`config.mk`:
```
export PLATFORM = sky130hd
export DESIGN_NAME = input_check
export DESIGN_NICKNAME = d
export VERILOG_FILES = /design/src/rtl/input_check.sv
export SDC_FILE = /design/constraint.sdc
export NUM_CORES = 1
export LEC_CHECK = 0
export CORE_ASPECT_RATIO = 0.5
export CORE_MARGIN = 1.5
export CORE_UTILIZATION = 45
export CTS_BUF_LIST = sky130_fd_sc_hd__clkbuf_2 sky130_fd_sc_hd__clkbuf_4 sky130_fd_sc_hd__clkbuf_8
export DETAILED_ROUTE_END_ITERATION = 10
export DONT_BUFFER_PORTS = 1
export GPL_TIMING_DRIVEN = 0
export PLACE_DENSITY = 0.63
export SYNTH_ARGS = -nofsm -noshare
export SYNTH_HDL_FRONTEND = slang
export SYNTH_SLANG_ARGS = --single-unit
```
`constraint.sdc`:
```
create_clock -name clk_1 -period 2.5 [get_ports clk_1]
set_input_delay 0.625 -clock clk_1 [delete_from_list [all_inputs] [get_ports clk_1]]
set_output_delay 0.625 -clock clk_1 [all_outputs]
set_load 0.01 [all_outputs]
```
`src/rtl/input_check.sv`:
```
// input_check: player-input stage of the memory game.
// On an enable rise it latches the 16-step, 3-bit pattern and the round length
// derived from level. It then debounces the eight buttons and matches each
// accepted press, in order, against the next pattern step.
// Ports:
//   clk_1        in   1   only clock
//   rst          in   1   synchronous, active-high reset
//   enable       in   1   round active; low aborts to IDLE
//   level        in   3   difficulty, sampled on enable rise
//   pattern_flat in   48  step k at [3k+2:3k], sampled on enable rise
//   btn          in   8   raw buttons, btn[j] encodes step value j
//   led          out  8   debounced buttons while waiting for release, else 0
//   press_count  out  5   correct presses accepted this round
//   check_pass   out  1   high while in PASS
//   check_fail   out  1   high while in FAIL
module input_check #(
  parameter int unsigned DEBOUNCE_CYC = 200,
  parameter int unsigned TIMEOUT_CYC  = 50000
) (
  input  logic        clk_1,
  input  logic        rst,
  input  logic        enable,
  input  logic [2:0]  level,
  input  logic [47:0] pattern_flat,
  input  logic [7:0]  btn,
  output logic [7:0]  led,
  output logic [4:0]  press_count,
  output logic        check_pass,
  output logic        check_fail
);

  localparam int unsigned NUM_BTN = 8;
  localparam int unsigned STEPS   = 16;
  localparam int unsigned STEP_W  = 3;
  localparam int unsigned CNT_W   = 5;
  localparam int unsigned DB_W    = $clog2(DEBOUNCE_CYC + 1);
  localparam int unsigned TMO_W   = $clog2(TIMEOUT_CYC + 1);
  localparam logic [DB_W-1:0]  DB_LAST = DB_W'(DEBOUNCE_CYC - 1);
  localparam logic [TMO_W-1:0] TMO_LIM = TMO_W'(TIMEOUT_CYC);

  typedef enum logic [2:0] {
    S_IDLE, S_WAIT_PRESS, S_WAIT_RELEASE, S_PASS, S_FAIL
  } state_t;

  state_t state, state_d;

  logic [DB_W-1:0]  db_cnt [NUM_BTN];
  logic [7:0]       db, db_d, db_prev;
  logic [TMO_W-1:0] tmo_cnt;
  logic             enable_prev;
  logic [STEPS-1:0][STEP_W-1:0] pattern_q;
  logic [CNT_W-1:0] seq_len_q;

  logic [7:0]       led_d;
  logic [CNT_W-1:0] press_count_d;
  logic             check_pass_d, check_fail_d;
  logic             capture_c;

  logic             enable_rise_c, press_evt_c, release_evt_c, extra_bit_c;
  logic             step_match_c, timeout_c;
  logic [STEP_W-1:0] step_c;
  logic [CNT_W-1:0] seq_len_c;

  // Per-bit debounce: a bit flips once the raw input has disagreed for DEBOUNCE_CYC samples.
  always_comb begin
    db_d = db;
    for (int unsigned j = 0; j < NUM_BTN; j++) begin
      if ((btn[j] != db[j]) && (db_cnt[j] == DB_LAST)) db_d[j] = ~db[j];
    end
  end

  always_ff @(posedge clk_1) begin
    if (rst) begin
      for (int unsigned j = 0; j < NUM_BTN; j++) db_cnt[j] <= '0;
      db      <= '0;
      db_prev <= '0;
    end else begin
      for (int unsigned j = 0; j < NUM_BTN; j++) begin
        if ((btn[j] == db[j]) || (db_cnt[j] == DB_LAST)) db_cnt[j] <= '0;
        else db_cnt[j] <= db_cnt[j] + DB_W'(1);
      end
      db      <= db_d;
      db_prev <= db;
    end
  end

  // Event decode on the debounced vector.
  assign enable_rise_c = enable && !enable_prev;
  assign press_evt_c   = (db_prev == '0) && (db != '0);
  assign release_evt_c = (db_prev != '0) && (db == '0);
  assign extra_bit_c   = (db_prev != '0) && ((db & ~db_prev) != '0);
  assign step_c        = pattern_q[press_count[3:0]];
  // Equality with a one-hot mask also rejects multi-button presses.
  assign step_match_c  = (db == (8'(1) << step_c));
  assign timeout_c     = (tmo_cnt >= TMO_LIM);
  assign seq_len_c     = level[2] ? CNT_W'(16) :
                         level[1] ? CNT_W'(12) :
                         level[0] ? CNT_W'(8)  : CNT_W'(4);

  // State register.
  always_ff @(posedge clk_1) begin
    if (rst) state <= S_IDLE;
    else     state <= state_d;
  end

  // Next-state logic; dropping enable aborts from any state.
  always_comb begin
    state_d = state;
    if (!enable) begin
      state_d = S_IDLE;
    end else begin
      case (state)
        S_IDLE:       if (enable_rise_c) state_d = S_WAIT_PRESS;
        S_WAIT_PRESS: begin
          // A press in the same cycle as the timeout takes priority.
          if (press_evt_c)    state_d = step_match_c ? S_WAIT_RELEASE : S_FAIL;
          else if (timeout_c) state_d = S_FAIL;
        end
        S_WAIT_RELEASE: begin
          if (extra_bit_c)        state_d = S_FAIL;
          else if (release_evt_c) state_d = (press_count == seq_len_q) ? S_PASS : S_WAIT_PRESS;
        end
        S_PASS, S_FAIL: state_d = state;
        default:        state_d = S_IDLE;
      endcase
    end
  end

  // Output logic: next values of the registered outputs.
  always_comb begin
    capture_c     = (state == S_IDLE) && (state_d == S_WAIT_PRESS);
    press_count_d = press_count;
    if (capture_c) press_count_d = '0;
    else if ((state == S_WAIT_PRESS) && (state_d == S_WAIT_RELEASE))
      press_count_d = press_count + CNT_W'(1);
    led_d        = (state_d == S_WAIT_RELEASE) ? db_d : '0;
    check_pass_d = (state_d == S_PASS);
    check_fail_d = (state_d == S_FAIL);
  end

  // Output, capture and timeout registers.
  always_ff @(posedge clk_1) begin
    if (rst) begin
      led         <= '0;
      press_count <= '0;
      check_pass  <= 1'b0;
      check_fail  <= 1'b0;
      pattern_q   <= '0;
      seq_len_q   <= '0;
      tmo_cnt     <= '0;
      enable_prev <= 1'b0;
    end else begin
      led         <= led_d;
      press_count <= press_count_d;
      check_pass  <= check_pass_d;
      check_fail  <= check_fail_d;
      enable_prev <= enable;
      if (capture_c) begin
        pattern_q <= pattern_flat;
        seq_len_q <= seq_len_c;
      end
      // Restarts on every entry to WAIT_PRESS, saturates at the limit.
      if ((state_d == S_WAIT_PRESS) && (state != S_WAIT_PRESS)) tmo_cnt <= '0;
      else if ((state == S_WAIT_PRESS) && (tmo_cnt < TMO_LIM)) tmo_cnt <= tmo_cnt + TMO_W'(1);
    end
  end

endmodule
```
==> out/results.txt <==
status: complete, but fails checks
violated checks: negative setup slack
Int Pwr: 3931 uW
Cells after Synth: 817
CTS sink count: 166
final net count: 984
Pre-Repair DR Iteration Count: 4
Post-Layout Cell Count: 1150
ANT cells: 0
post-route ant nets: 0
die width: 189.5 microns
Place WS: -0.6480 ns
Synthesis Warnings: 0
die area: 18250 sq um
CP Class: reg -> reg
initial antenna violation count: 0
GRT overflow: 0
Clock Skew: 0.01776 ns
Pwr Density: 586.0 nW/um^2
root buffer cell: clkbuf_8
first-pass GRT wire length: 26.08 mm
Final Hold Viols: 0
max-slew violation count: 0
Clk pwr share: 0.359
relative slew slack: 0.2171
Clock Path Buffers: 2
met1 GRT Util: 0.2566
met3 GRT Util: 0.04557
Final WS setup: -0.5146 ns
vias in the first global route: 5332
Max-Cap Viols: 0
met2 Use GR: 0.2851
Clock Latency Late Sink: 0.46 ns
register area share after synthesis: 0.5062
CTS tree: yes
Pwr Total: 5312 uW
footprint of the multi-input gates: 4060 sq um
Slew @ Worst Pin: 1.174 ns
Worst-path clk slew: 0.10 ns
Iteration-0 DRC Markers: 276
sw frac: 0.2601
starting density of the core: 0.4694
cell total after placement: 1107
count of state elements after synthesis: 166
FILL cells: 1575
f_max: 331.7 MHz
Reg power frac: 0.565
H-tree depth: 4
Tightest Hold Check Type: in -> reg
Logic pwr share: 0.076
core footprint: 16680 sq um
Setup crit end kind: flip-flop
minimum clock period: 3.015 ns
leakage: 0.003347 uW
dpl hpwl: 11.82 mm
unrepaired setup endpoints after global routing: yes
DRC: 0
setup TNS: -6.680 ns
ys flop type: dfxtp_1
row count: 33
element type at the critical path start: flip-flop
# IOs: 77
final setup fails: 16
Vias/cell: 5.088
Post-synth EDFFs: 64
Reg area: 3970 sq um
library cells used by synthesis: 59
cell area after layout: 9065 sq um
die height: 96.28 microns
mean area per synthesized cell: 9.584 sq um
global route hottest layer: met2
GRT Util Overall: 0.1847
fin crit share: 1.206
gpl congestion: 0.8460
Net Sw Power: 1382 uW
synthesized cell area: 7830 sq um
peak supply drop: 345.8 uV
Port Buffers: 0
largest net degree at the start of global routing: 17
Num CTS Buffers: 17
DR vias: 5851
Worst Path Required: 2.87 ns
Routed wire per std cell: 14.17 microns
DRT Wirelength: 16.30 mm
layout cells sized above 1: 0.1105
placed instance area: 8394 sq um
crit path max fanout: 7
Area Overhead vs Synth: 15.77%
Worst EP arrival: 3.39 ns
Async S/R FF share, synth: 0
-- cell type report --
class	instances	share of cell area
Clock buffer	19	0.02885
Tap cell	227	0.03133
Sequential cell	166	0.4380
Buffer	37	0.02015
Multi-Input combinational cell	652	0.4479
Timing Repair Buffer	11	0.01049
Inverter	25	0.01035
Clock inverter	13	0.01297
-- stage by stage --
step | utilization | hold WS, ns
floorplan | - | 0.4331
global placement | 0.5032 | 0.4398
detailed placement | 0.5032 | 0.4468
CTS | 0.5353 | 0.2664
global route | 0.5434 | 0.2761
finish | 0.5434 | 0.2948
-- worst max-delay path, cell delays in order (launching register included) --
cell       delay (ns)
dfxtp_4          0.38
buf_8            0.14
buf_4            0.13
mux4_2           0.33
a2bb2oi_1        0.31
a22oi_2          0.18
or4_4            0.55
o311ai_2         0.08
o2111a_2         0.34
nor4b_4          0.27
mux2i_1          0.22
-- what timing repair did --
item                                    4_1_cts  5_1_grt
setup buffers                                 7        5
endpoints found under the setup margin       36       36
gates resized for setup                      19       23
pin swaps                                     3        5
hold endpoints to repair                      0        0
hold buffers                                  0        0
-- cell families after synthesis --
| family | share of synthesized area |
|---|---|
| AOI/OAI and AO/OA | 0.07478 |
| xor gates and xnor gates | 0.08166 |
| adders and majority gates | 0.01917 |
| buffers and inverters | 0.03244 |
| DFF | 0.5062 |
| muxes | 0.05960 |
| other | 0.0004789 |
| and+or+nand+nor | 0.2256 |
-- metal layers --
layer,share of wire,routed length [microns]
met2,0.43,7029
met1,0.51,8314
met3,0.049,798
met4,0.0095,154
met5,0,0
-- final timing paths --
check                           cells past startpoint                         from                     endpoint  slack [ns]
worst max register to register                     10  press_count[1]$_SDFFE_PP0P_  press_count[2]$_SDFFE_PP0P_       -0.51
worst max-delay path                               10  press_count[1]$_SDFFE_PP0P_  press_count[2]$_SDFFE_PP0P_       -0.51
worst min register to register                      2   pattern_q[31]$_SDFFE_PP0P_   pattern_q[31]$_SDFFE_PP0P_        0.45
worst min-delay path                                2              pattern_flat[4]    pattern_q[4]$_SDFFE_PP0P_        0.29
-- sequential cells by signal, summed over array words and instances (netlist names) --
signal       count
db_prev          8
db               8
press_count      5
led              8
pattern_q       48
db_cnt          64
enable_prev      1
check_pass       1
tmo_cnt         16
check_fail       1
seq_len_q        3
state            3
-- Yosys cell counts (all sizes together), types with 17 or more instances --
cell,instances,area share
xor2,47,0.053
clkbuf,31,0.015
inv,25,0.012
edfxtp,64,0.25
nand3,40,0.026
nor3,17,0.015
a21oi,54,0.035
mux2i,23,0.029
dfxtp,102,0.26
nand2,126,0.060
xnor2,26,0.029
and3,21,0.017
nor2,115,0.055
-- placed cells by master (no fill, tap or decap), drive strengths merged, types with 17 or more instances in the layout --
| master | count |
|---|---|
| xor2 | 47 |
| conb | 64 |
| nand2 | 126 |
| buf | 17 |
| and3 | 21 |
| nand3 | 40 |
| edfxtp | 64 |
| a21oi | 54 |
| nor2 | 115 |
| mux2i | 23 |
| nor3 | 17 |
| dfxtp | 102 |
| xnor2 | 26 |
| inv | 31 |
| clkbuf | 50 |
-- power by group through the flow --
stage	sequential (uW)	clock (uW)	combinational, uW
after floorplan	3040	0	302
after global placement	3060	0	367
after detailed placement	3060	0	374
after CTS	3000	1960	389
after global routing	3020	2050	459
final	3000	1910	404
Power figures use the tool's default switching activity.
